`config.mk`:
```
export PLATFORM = sky130hd
export DESIGN_NAME = wish_master_fsm_flat
export DESIGN_NICKNAME = d
export VERILOG_FILES = /design/src/rtl/wish_master_fsm_if.sv /design/src/rtl/wish_master_fsm.sv /design/src/flat_wrapper.sv
export SDC_FILE = /design/constraint.sdc
export NUM_CORES = 1
export LEC_CHECK = 0
export ABC_AREA = 1
export CORE_AREA = 10 10 121 123
export CTS_CLUSTER_SIZE = 14
export DETAILED_ROUTE_END_ITERATION = 16
export DIE_AREA = 0 0 131 133
export PLACE_DENSITY_LB_ADDON = 0.25
export SLEW_MARGIN = 20
export SYNTH_ARGS = -nofsm -noshare
export SYNTH_HDL_FRONTEND = slang
export SYNTH_SLANG_ARGS = --single-unit
```
`constraint.sdc`:
```
create_clock -name clk -period 1.7 [get_ports clk]
set_clock_uncertainty 0.2 [all_clocks]
set_input_delay 0.255 -clock clk [delete_from_list [all_inputs] [get_ports clk]]
set_output_delay 0.255 -clock clk [all_outputs]
set_load 0.01 [all_outputs]
```
`src/rtl/wish_master_fsm_if.sv`:
```
// Host request/response and Wishbone master bus bundle for wish_master_fsm.
// The master modport is the FSM; the slave modport is the host plus the Wishbone slave.
interface wish_master_fsm_if #(
  parameter int unsigned ADDRESS_LENGTH = 32,
  parameter int unsigned DATA_LENGTH    = 32
);
  logic                      req_valid;
  logic                      req_ready;
  logic                      req_we;
  logic [ADDRESS_LENGTH-1:0] req_adr;
  logic [DATA_LENGTH-1:0]    req_dat;
  logic [ADDRESS_LENGTH-1:0] ADR_O;
  logic [DATA_LENGTH-1:0]    DAT_O;
  logic [DATA_LENGTH-1:0]    DAT_I;
  logic                      we;
  logic                      stb;
  logic                      cyc;
  logic                      ack;
  logic                      rsp_valid;
  logic [DATA_LENGTH-1:0]    rsp_dat;
  logic                      rsp_err;

  modport master (
    input  req_valid, req_we, req_adr, req_dat, DAT_I, ack,
    output req_ready, ADR_O, DAT_O, we, stb, cyc, rsp_valid, rsp_dat, rsp_err
  );

  modport slave (
    output req_valid, req_we, req_adr, req_dat, DAT_I, ack,
    input  req_ready, ADR_O, DAT_O, we, stb, cyc, rsp_valid, rsp_dat, rsp_err
  );
endinterface

```
`src/rtl/wish_master_fsm.sv`:
```
// Single-transaction Wishbone master: accepts one host request, runs one bus
// cycle with an ack timeout, and reports completion with a one-cycle pulse.
module wish_master_fsm #(
  parameter int unsigned ADDRESS_LENGTH = 32,
  parameter int unsigned DATA_LENGTH    = 32,
  parameter int unsigned TIMEOUT_CYCLES = 16
) (
  input  logic              clk,
  input  logic              reset,
  wish_master_fsm_if.master bus
);
  localparam int unsigned CNT_W = 8;
  localparam logic [CNT_W-1:0] CNT_LAST = CNT_W'(TIMEOUT_CYCLES - 1);

  typedef enum logic [1:0] {
    IDLE     = 2'd0,
    WAIT_ACK = 2'd1,
    RESP     = 2'd2
  } state_t;

  state_t                    state_q, state_d;
  logic [CNT_W-1:0]          cnt_q, cnt_d;
  logic [ADDRESS_LENGTH-1:0] adr_q, adr_d;
  logic [DATA_LENGTH-1:0]    dat_q, dat_d;
  logic [DATA_LENGTH-1:0]    rsp_dat_q, rsp_dat_d;
  logic                      we_q, we_d;
  logic                      cyc_q, cyc_d;
  logic                      rsp_valid_q, rsp_valid_d;
  logic                      rsp_err_q, rsp_err_d;

  // State and registered outputs; reset aborts any bus cycle without a response.
  always_ff @(posedge clk or negedge reset) begin
    if (!reset) begin
      state_q     <= IDLE;
      cnt_q       <= '0;
      adr_q       <= '0;
      dat_q       <= '0;
      we_q        <= 1'b0;
      cyc_q       <= 1'b0;
      rsp_valid_q <= 1'b0;
      rsp_dat_q   <= '0;
      rsp_err_q   <= 1'b0;
    end else begin
      state_q     <= state_d;
      cnt_q       <= cnt_d;
      adr_q       <= adr_d;
      dat_q       <= dat_d;
      we_q        <= we_d;
      cyc_q       <= cyc_d;
      rsp_valid_q <= rsp_valid_d;
      rsp_dat_q   <= rsp_dat_d;
      rsp_err_q   <= rsp_err_d;
    end
  end

  // Next state and next output values; ack outranks a timeout on the same edge.
  always_comb begin
    state_d     = state_q;
    cnt_d       = cnt_q;
    adr_d       = adr_q;
    dat_d       = dat_q;
    we_d        = we_q;
    cyc_d       = cyc_q;
    rsp_valid_d = 1'b0;
    rsp_dat_d   = rsp_dat_q;
    rsp_err_d   = rsp_err_q;

    unique case (state_q)
      IDLE: begin
        if (bus.req_valid) begin
          adr_d   = bus.req_adr;
          dat_d   = bus.req_dat;
          we_d    = bus.req_we;
          cyc_d   = 1'b1;
          cnt_d   = '0;
          state_d = WAIT_ACK;
        end
      end
      WAIT_ACK: begin
        if (bus.ack) begin
          cyc_d       = 1'b0;
          we_d        = 1'b0;
          rsp_valid_d = 1'b1;
          rsp_err_d   = 1'b0;
          rsp_dat_d   = we_q ? '0 : bus.DAT_I;
          state_d     = RESP;
        end else if (cnt_q == CNT_LAST) begin
          cyc_d       = 1'b0;
          we_d        = 1'b0;
          rsp_valid_d = 1'b1;
          rsp_err_d   = 1'b1;
          rsp_dat_d   = '0;
          state_d     = RESP;
        end else begin
          cnt_d = cnt_q + CNT_W'(1);
        end
      end
      RESP: begin
        state_d = IDLE;
      end
      default: begin
        state_d = IDLE;
      end
    endcase
  end

  assign bus.req_ready = (state_q == IDLE);
  assign bus.ADR_O     = adr_q;
  assign bus.DAT_O     = dat_q;
  assign bus.we        = we_q;
  assign bus.cyc       = cyc_q;
  assign bus.stb       = cyc_q;
  assign bus.rsp_valid = rsp_valid_q;
  assign bus.rsp_dat   = rsp_dat_q;
  assign bus.rsp_err   = rsp_err_q;
endmodule

```
`src/flat_wrapper.sv`:
```
// flat-port wrapper written by rule: the top's interface ports become plain ports
module wish_master_fsm_flat 
#(
  parameter int unsigned ADDRESS_LENGTH = 32,
  parameter int unsigned DATA_LENGTH    = 32,
  parameter int unsigned TIMEOUT_CYCLES = 16
)
  (clk, reset, bus_req_valid, bus_req_we, bus_req_adr, bus_req_dat, bus_DAT_I, bus_ack, bus_req_ready, bus_ADR_O, bus_DAT_O, bus_we, bus_stb, bus_cyc, bus_rsp_valid, bus_rsp_dat, bus_rsp_err);
  wish_master_fsm_if #(.ADDRESS_LENGTH(ADDRESS_LENGTH), .DATA_LENGTH(DATA_LENGTH)) bus_i ();
  input  logic clk;
  input  logic reset;
  input wire logic [$bits(bus_i.req_valid)-1:0] bus_req_valid;
  input wire logic [$bits(bus_i.req_we)-1:0] bus_req_we;
  input wire logic [$bits(bus_i.req_adr)-1:0] bus_req_adr;
  input wire logic [$bits(bus_i.req_dat)-1:0] bus_req_dat;
  input wire logic [$bits(bus_i.DAT_I)-1:0] bus_DAT_I;
  input wire logic [$bits(bus_i.ack)-1:0] bus_ack;
  output wire logic [$bits(bus_i.req_ready)-1:0] bus_req_ready;
  output wire logic [$bits(bus_i.ADR_O)-1:0] bus_ADR_O;
  output wire logic [$bits(bus_i.DAT_O)-1:0] bus_DAT_O;
  output wire logic [$bits(bus_i.we)-1:0] bus_we;
  output wire logic [$bits(bus_i.stb)-1:0] bus_stb;
  output wire logic [$bits(bus_i.cyc)-1:0] bus_cyc;
  output wire logic [$bits(bus_i.rsp_valid)-1:0] bus_rsp_valid;
  output wire logic [$bits(bus_i.rsp_dat)-1:0] bus_rsp_dat;
  output wire logic [$bits(bus_i.rsp_err)-1:0] bus_rsp_err;
  assign bus_i.req_valid = bus_req_valid;
  assign bus_i.req_we = bus_req_we;
  assign bus_i.req_adr = bus_req_adr;
  assign bus_i.req_dat = bus_req_dat;
  assign bus_i.DAT_I = bus_DAT_I;
  assign bus_i.ack = bus_ack;
  assign bus_req_ready = bus_i.req_ready;
  assign bus_ADR_O = bus_i.ADR_O;
  assign bus_DAT_O = bus_i.DAT_O;
  assign bus_we = bus_i.we;
  assign bus_stb = bus_i.stb;
  assign bus_cyc = bus_i.cyc;
  assign bus_rsp_valid = bus_i.rsp_valid;
  assign bus_rsp_dat = bus_i.rsp_dat;
  assign bus_rsp_err = bus_i.rsp_err;
  wish_master_fsm #(.ADDRESS_LENGTH(ADDRESS_LENGTH), .DATA_LENGTH(DATA_LENGTH), .TIMEOUT_CYCLES(TIMEOUT_CYCLES)) u_core (.clk(clk), .reset(reset), .bus(bus_i));
endmodule
```
==> impl_metrics.toml, run 1 <==
[run_status]
status = "finished, violations left"
violations = "negative setup slack"

[timing]
min_period_ns = 1.72
setup-tns-final_ns = -0.132
whs_ns = 0.168
tightest_slew_ns = 0.434
drv_slew = 0
fin_ws_ns = -0.0219
max_freq_ghz = 0.581
relSlewSlack_pct = 71.1
fin_crit_sh_pct = 101
setup_viol = 15
hold_violations = 0
rsz0062_at_grt = "yes"

[drt]
vias = 4141
viasPerCell = 4.60
wire_per_inst_um = 16.2
dr.pass1.iters = 5
drt_iter0_markers = 226
antenna_left = 0
wirelength_mm = 14.6
drc = 0

[floorplanning]
rows = 41
die_x_um = 131
die_h_um = 133
ios = 203
start_util_pct = 36.7
core_area_mm2 = 0.0124
die_area_mm2 = 0.0174

[clock_network]
clock_latency_ns = 0.34
clock-root-buffer = "clkbuf_16"
clockBufferDepth = 2
clk_pin_slew_ns = 0.07
htreeDepth = 3
numCtsBuffers = 9
cts_tree = "built"
clock_sinks = 110

[placement]
routabilityCongestion = 0.848
dp_hpwl_mm = 10.4
portBuffers = 202
place_area_mm2 = 0.00680

[pwr]
p_per_area_mw_per_mm2 = 1510
leakagePower_nw = 3.93
worst_ir_drop_vdd_uv = 567

[worst_setup_path]
reg2reg_slack_ns = -0.02
r2r_start = "u_core.cnt_q[1]"
cp-start-kind = "flip-flop"
cp_max_fo = 9
worstPathArrival_ns = 1.75
critPathRequiredTime_ns = 1.73
rr_endpoint = "u_core.bus.rsp_dat[11]"
rr_worst_depth = 10
worstSetupPathType = "flip-flop to flip-flop"
end_kind = "flip-flop"

[layout]
syn_to_final_growth_pct = 59.4
multi_input_area_mm2 = 0.00160
drive_gt1_share_pct = 10.3
regArea_mm2 = 0.00275
stdcell_area_mm2 = 0.00723
fillerInstances = 1081
nets = 826
n_antenna_cell = 0
post-route-util_pct = 58.5

[synthesis]
syn_nets = 614
synth_warnings = 0
yosysSeqAreaShare_pct = 60.7
synth_area_leaders = "dfrtp_1 61%, nand2_1 24%, nand4_1 4.4%"
synth_seq_cells = 110
synth_top_area_share_pct = 60.7
synth_largest_area_cell = "dfrtp_1"
avgSynthCellArea_um2 = 8.85
synth_area_mm2 = 0.00453
yosysUniqueCellTypes = 25
syn_inst = 512

[global_route]
gr-total-overflow = 0
grt_usage_pct = 16.1
antenna_found_initial = 0
grt_pass1_vias = 4344
grt_pass1_wl_mm = 22.6
grt_max_degree = 42

[min_path]
min_path_type = "primary input to asynchronous set/reset pin"

[flow_run]
cap_violations = 0
## Yosys cell counts (all sizes together)
cell / instances
buf: 22
nand4: 32
inv: 16
a21oi: 1
dfrtp: 110
xnor2: 1
clkbuf: 6
ha: 1
o21ai: 5
nor3: 1
nor2: 13
nand2: 294
nand3: 9
xor2: 1
## cell type report
cell class	count	share of cell area [%]
multi-input cells	358	22.2
flip-flops and latches	110	38.1
repair buffers	229	31.3
clock inverters	3	0.900
well taps	172	2.98
inverters	16	0.866
clock buffers	13	3.74
## cells by family after synthesis
kind of cell	after synthesis	share of synthesized area, %
xor+xnor	2	0.386
fa+ha+maj	1	0.276
buf+inv	44	5.27
flops	110	60.7
compound gates	6	0.994
simple gates	349	32.3
## per-layer routing
metal  vias up  global-route usage [%]  routed length (um)
met5         -                       0                   0
met4         0                    4.88                 142
met3        11                    8.43                1950
met2       190                    23.5                6410
met1      1925                    20.2                6090
li1       2015                       -                   -
## how the worst max path moves through the flow
stage | from | endpoint | cells after the start
3_3_place_gp | bus_req_valid | u_core.cnt_q[6] | 6
4_1_cts | u_core.bus.rsp_dat[2] | bus_rsp_dat[2] | 1
5_1_grt | u_core.cnt_q[1] | u_core.bus.rsp_dat[11] | 10
6_report | u_core.cnt_q[1] | u_core.bus.rsp_dat[11] | 10
2_1_floorplan | u_core.cnt_q[0] | u_core.bus.rsp_dat[23] | 9
3_5_place_dp | u_core.cnt_q[1] | u_core.bus.rsp_dat[1] | 9
## timing repair
| item | CTS | global route |
|---|---|---|
| pin swaps | 0 | 0 |
| cloned | 0 | 4 |
| resized for setup | 97 | 27 |
| buffers inserted | 0 | 19 |
| endpoints found under the setup margin | 106 | 48 |
| hold buffers | 1 | 0 |
| endpoints found under the hold margin | 96 | 0 |
## sequential cells by signal, indices dropped and copies added (netlist names)
register,count
u_core.bus.ADR_O,32
u_core.bus.DAT_O,32
u_core.bus.rsp_dat,32
u_core.cnt_q,8
u_core.state_q,2
u_core.bus.cyc,1
u_core.bus.rsp_err,1
u_core.bus.rsp_valid,1
u_core.bus.we,1
## cells in the final DEF, fill, tap and decap left out, types with 2 or more instances in the layout
cell             instances
dlymetal6s2s_1           6
dfrtp_1                110
buf_4                   16
nand2_1                273
inv_1                   12
dlygate4sd2_1           95
clkbuf_16               12
clkbuf_8                 3
nor2_4                   2
clkdlybuf4s50_1         99
nor2_1                   9
buf_12                   7
o21ai_1                  2
inv_2                    3
nand2_2                 16
nand4_1                 32
nand2_4                  5
nand3_1                  9
bufinv_16                2
## critical path: stages (launching register included)
cell and delay [ns]:
dfrtp_1 0.41, ha_4 0.17, nand2_4 0.07, inv_4 0.08
nand2_4 0.05, nor2_4 0.13, o21ai_4 0.07, buf_12 0.15
clkbuf_16 0.16, nand2_1 0.06, nand2_1 0.05
## through the flow
step                worst slack (ns)  instances  total power, mW
finish                       -0.0219        901             10.9
global route                 -0.0925        901             11.7
CTS                         0.000796        893             10.8
detailed placement          -0.00504        876             9.15
global placement              0.0356        876             9.07
floorplan                      0.113        512             6.18
## where the power goes
part / total (mW) / leakage (nW) / internal [mW] / switching (mW)
clock: 2.36 / 0.166 / 1.41 / 0.943
combinational: 4.28 / 2.38 / 1.99 / 2.29
sequential: 4.28 / 1.38 / 3.65 / 0.630
No activity file was read; power rests on OpenSTA's default activity.
==> inputs of run 2 (changes only) <==
CORE_AREA = 10 10 128 106   (was 10 10 121 123)
DIE_AREA = 0 0 138 116   (was 0 0 131 133)
PLACE_DENSITY = 0.79   (was default)
PLACE_DENSITY_LB_ADDON = default   (was 0.25)
clock period = 1.95 ns   (was 1.7 ns; I/O delays follow)
==> impl_metrics.toml, run 2 (synthesis gave the netlist of run 1 again) <==
[pwr]
power_mw = 9.72
internal_power_mw = 6.37
p_sw_mw = 3.35
p_per_area_mw_per_mm2 = 1390
leakagePower_nw = 3.45
worst_ir_drop_vdd_uv = 922
switching_share_pct = 34.5
pwr-share-clk_pct = 18.8
p_comb_share_pct = 42.7
p_seq_share_pct = 38.5

[worst_setup_path]
critPathLaunch = "u_core.bus.DAT_O[25]"
r2r_start = "u_core.cnt_q[0]"
worstSetupPathType = "flip-flop to output port"
worstPathArrival_ns = 1.32
cp_top_family = "buffers and inverters"
cp_cell_sequence = "clkdlybuf4s50_1"
slowest_delay_ns = 0.57
cp_max_fo = 2
cp-start-kind = "flip-flop"
end_kind = "output port"
cp_slowest_cell = "clkdlybuf4s50_1"
worst-path-buf-inv = 1
critPathRequiredTime_ns = 1.46

[global_route]
grt_pass1_wl_mm = 23.4
grt_pass1_vias = 4404
grt_usage_pct = 18.0
antenna_found_initial = 0
grt_max_degree = 54
gr-total-overflow = 0

[floorplanning]
ios = 203
die_x_um = 138
core_area_mm2 = 0.0109
die_h_um = 116
rows = 34
die_area_mm2 = 0.0160
start_util_pct = 41.6

[layout]
n_antenna_cell = 0
final_cell_mix = "288 x nand2_1, 200 x clkdlybuf4s50_1, 109 x dfrtp_1, 32 x nand4_1, 12 x inv_1"
nets = 813
final_common_cell = "nand2_1"
post-route-util_pct = 64.4
syn_to_final_growth_pct = 54.7
drive_gt1_share_pct = 6.56

[drt]
dr.pass1.iters = 4
wirelength_mm = 14.4
antenna_left = 0
drt_iter0_markers = 209
vias = 4174
viasPerCell = 4.85
drc = 0
wire_per_inst_um = 16.7

[timing]
min_period_ns = 1.81
relSlewSlack_pct = 64.7
tightest_slew_ns = 0.530
fin_ws_ns = 0.141
fin_crit_sh_pct = 92.7
setup_viol = 0
hold_violations = 0
rsz0062_at_grt = "no"
max_freq_ghz = 0.553
setup-tns-final_ns = 0
drv_slew = 0
whs_ns = 0.271

[clock_network]
clk_pin_slew_ns = 0.07
postCtsSetupBuffers = 0
clockBufferDepth = 2
cts_tree = "built"
clock-root-buffer = "clkbuf_16"
clock_sinks = 110
htreeDepth = 3
numCtsBuffers = 9
clock_latency_ns = 0.34

[placement]
dp_hpwl_mm = 10.8
routabilityCongestion = 0.869
pre_cts_slack_ns = 0.214
portBuffers = 202

[run_status]
status = "finished, final reports clean"

[flow_run]
cap_violations = 0

[min_path]
min_path_type = "flip-flop to flip-flop"
hp-start = "u_core.bus.rsp_dat[29]"
-- run 2: changes by cell type in the layout (fill, tap and decap cells not counted), sizes merged --
cell           delta
clkinv            +3
dlygate4sd2      -94
bufinv            -1
dlymetal6s2s      -6
clkinvlp          +1
buf              -10
clkdlybuf4s50   +101
clkbuf            -8
inv               +1
-- run 2: cell type report --
cell class,count,area [um^2]
fill,901,3880
sequential,110,2750
timing repair buffer,216,2180
multi-input combinational,358,1540
clock buffer,9,225
tap,144,180
clock inverter,7,73.8
inverter,16,60.1
-- run 2: metal layers --
metal	up-vias	track usage [%]	share of wire [%]
met5	-	0	0
met4	0	4.56	0.75
met3	8	11.2	14
met2	200	28.0	45
met1	1977	20.7	40
li1	1989	-	-
-- run 2: power groups by stage --
stage / registers [mW] / clock network, mW / logic [mW]
after floorplan: 4.12 / 0 / 1.27
after global placement: 3.74 / 0 / 4.12
after detailed placement: 3.76 / 0 / 4.20
after CTS: 3.74 / 1.88 / 4.22
after global routing: 3.87 / 2.00 / 4.57
final: 3.74 / 1.83 / 4.15
-- run 2: what timing repair did --
action                     in CTS  in global routing
hold buffers                    1                  0
hold endpoints to repair       36                  0
setup endpoints to repair       1                  0
resized for setup               2                  0
-- run 2: path summary, 6_finish.rpt --
kind	end	slack (ns)	cells past startpoint
max	bus_DAT_O[25]	0.14	1
min	u_core.bus.rsp_dat[29]	0.27	2
max reg2reg	u_core.bus.rsp_dat[0]	0.21	9
min reg2reg	u_core.bus.rsp_dat[29]	0.27	2
max in group asynchronous	u_core.bus.ADR_O[8]	0.69	3
min in group asynchronous	u_core.bus.rsp_dat[23]	0.28	2
-- run 2: through the flow --
stage	cell area (um^2)	cells
after floorplan	4530	512
after detailed placement	6700	843
final	7010	860
after global routing	7010	860
after CTS	7010	860
after global placement	6700	843
==> inputs of run 3 (changes only) <==
CORE_AREA = 10 10 107 90   (was 10 10 128 106)
CTS_CLUSTER_DIAMETER = 200   (was default)
DIE_AREA = 0 0 117 100   (was 0 0 138 116)
DONT_BUFFER_PORTS = 1   (was default)
PLACE_DENSITY = 0.76   (was 0.79)
clock period = 1.7 ns   (was 1.95 ns; I/O delays follow)
==> impl_metrics.toml, run 3 (synthesis gave the netlist of run 1 again) <==
[global_route]
antenna_found_initial = 0
grt_pass1_wl_mm = 21.1
grt_usage_pct = 22.7
gr-total-overflow = 0
grt_pass1_vias = 4001
grt_max_degree = 111

[timing]
rsz0062_at_grt = "yes"
relSlewSlack_pct = 76.4
fin_ws_ns = -0.0529
hold_violations = 110
fin_crit_sh_pct = 103
tightest_slew_ns = 0.355
whs_ns = -0.629
drv_slew = 0
max_freq_ghz = 0.570
min_period_ns = 1.75
setup_viol = 14

[drt]
drc = 0
wirelength_mm = 15.5
antenna_left = 0
viasPerCell = 5.81
vias = 4137
dr.pass1.iters = 7
drt_iter0_markers = 469
wire_per_inst_um = 21.8

[pwr]
power_mw = 9.30
p_comb_share_pct = 26.2
switching_share_pct = 41.8
internal_power_mw = 5.42
p_per_area_mw_per_mm2 = 1530
p_sw_mw = 3.89
leakagePower_nw = 3.16
pwr-share-clk_pct = 18.1
worst_ir_drop_vdd_uv = 914
p_seq_share_pct = 55.7

[floorplanning]
rows = 29
die_h_um = 100
core_area_mm2 = 0.00762
start_util_pct = 59.5
ios = 203
die_area_mm2 = 0.0117
die_x_um = 117

[layout]
n_antenna_cell = 0
fillerInstances = 417
final_cell_mix = "259 x nand2_1, 110 x dfrtp_1, 98 x dlygate4sd3_1, 32 x nand4_1, 23 x nand2_2"
syn_to_final_growth_pct = 34.2
nets = 716
drive_gt1_share_pct = 13.4
stdcell_count = 712
final_common_cell = "nand2_1"
post-route-util_pct = 79.8

[placement]
dp_hpwl_mm = 8.16
placed_cells = 587
portBuffers = 0
routabilityCongestion = 0.838

[min_path]
min_path_type = "primary input to asynchronous set/reset pin"

[flow_run]
cap_violations = 0

[worst_setup_path]
slowest_delay_ns = 0.38
critPathRequiredTime_ns = 1.76
cp_top_family = "simple AND/OR/NAND/NOR gates"
worstSetupPathType = "flip-flop to flip-flop"
end_kind = "flip-flop"
worstPathArrival_ns = 1.82
cp-start-kind = "flip-flop"
reg2reg_slack_ns = -0.05
cp_max_fo = 9
cp_slowest_cell = "dfrtp_1"
worst-path-buf-inv = 3
crit_top_cell = "nand2_1"
cp_cell_sequence = "ha_2, nand2_2, inv_2, nand2_4, nor2_4, o21ai_4, buf_12, clkbuf_16, nand2_1, nand2_1"

[run_status]
violations = "negative hold slack, negative setup slack"
status = "finished, violations left"

[clock_network]
clockBufferDepth = 2
numCtsBuffers = 9
clk_pin_slew_ns = 0.12
clock-root-buffer = "clkbuf_8"
clock_latency_ns = 0.36
clock_sinks = 110
htreeDepth = 3
cts_tree = "built"
-- run 3: cell types whose count changed in the layout (fill, tap and decap cells not counted), moves of 6 or more --
cell,delta
nand2_4,+9
clkbuf_16,-6
clkdlybuf4s50_1,-200
clkbuf_8,+10
nand2_1,-29
nand2_2,+20
dlygate4sd3_1,+97
-- run 3: layer usage --
| layer | vias to the layer above | part of all wire [%] | global-route usage (%) |
|---|---|---|---|
| met5 | - | 0 | 0 |
| met4 | 0 | 3.5 | 7.87 |
| met3 | 62 | 15 | 11.4 |
| met2 | 316 | 49 | 37.5 |
| met1 | 1963 | 32 | 24.8 |
| li1 | 1796 | - | - |
-- run 3: area by class of cell --
class / instances / area, um^2 / area share, %
Clock buffer: 10 / 138 / 2.26
Clock inverter: 6 / 75.1 / 1.23
Inverter: 16 / 60.1 / 0.987
Multi-Input combinational cell: 358 / 1670 / 27.4
Sequential cell: 110 / 2750 / 45.3
Tap cell: 93 / 116 / 1.91
Timing Repair Buffer: 119 / 1270 / 20.9
-- run 3: worst paths after layout --
check / cells after the start / start / end
worst max-delay path: 10 / u_core.cnt_q[1] / u_core.bus.rsp_dat[5]
max in group asynchronous: 0 / reset / u_core.bus.ADR_O[24]
worst min register to register: 2 / u_core.cnt_q[1] / u_core.cnt_q[1]
min in group clk: 3 / bus_ack / u_core.bus.rsp_dat[7]
worst max register to register: 10 / u_core.cnt_q[1] / u_core.bus.rsp_dat[5]
worst min-delay path: 0 / reset / u_core.bus.rsp_valid
-- run 3: stage by stage --
step / hold WS [ns] / setup WS [ns] / TNS [ns] / cell area [um^2]
final: -0.629 / -0.0529 / -0.165 / 6080
after global routing: -0.660 / -0.101 / -1.97 / 6080
after CTS: -0.641 / 0.0438 / 0 / 5790
after detailed placement: -0.237 / 0.0669 / 0 / 4600
after global placement: -0.237 / 0.130 / 0 / 4600
after floorplan: -0.241 / 0.113 / 0 / 4530
-- run 3: timing repair --
| action | 4_1_cts | 5_1_grt |
|---|---|---|
| setup endpoints to repair | 0 | 36 |
| gates resized for setup | 0 | 40 |
| buffers inserted | 0 | 6 |
| hold buffers | 98 | 1 |
| hold endpoints to repair | 212 | 142 |
-- run 3: power by group through the flow --
stage               Sequential, mW  Clock, mW  Combinational (mW)
floorplan                     4.73          0                1.45
global placement              5.09          0                1.67
detailed placement            5.08          0                1.78
CTS                           5.06       1.69                1.95
global route                  5.30       1.82                2.68
finish                        5.19       1.68                2.43
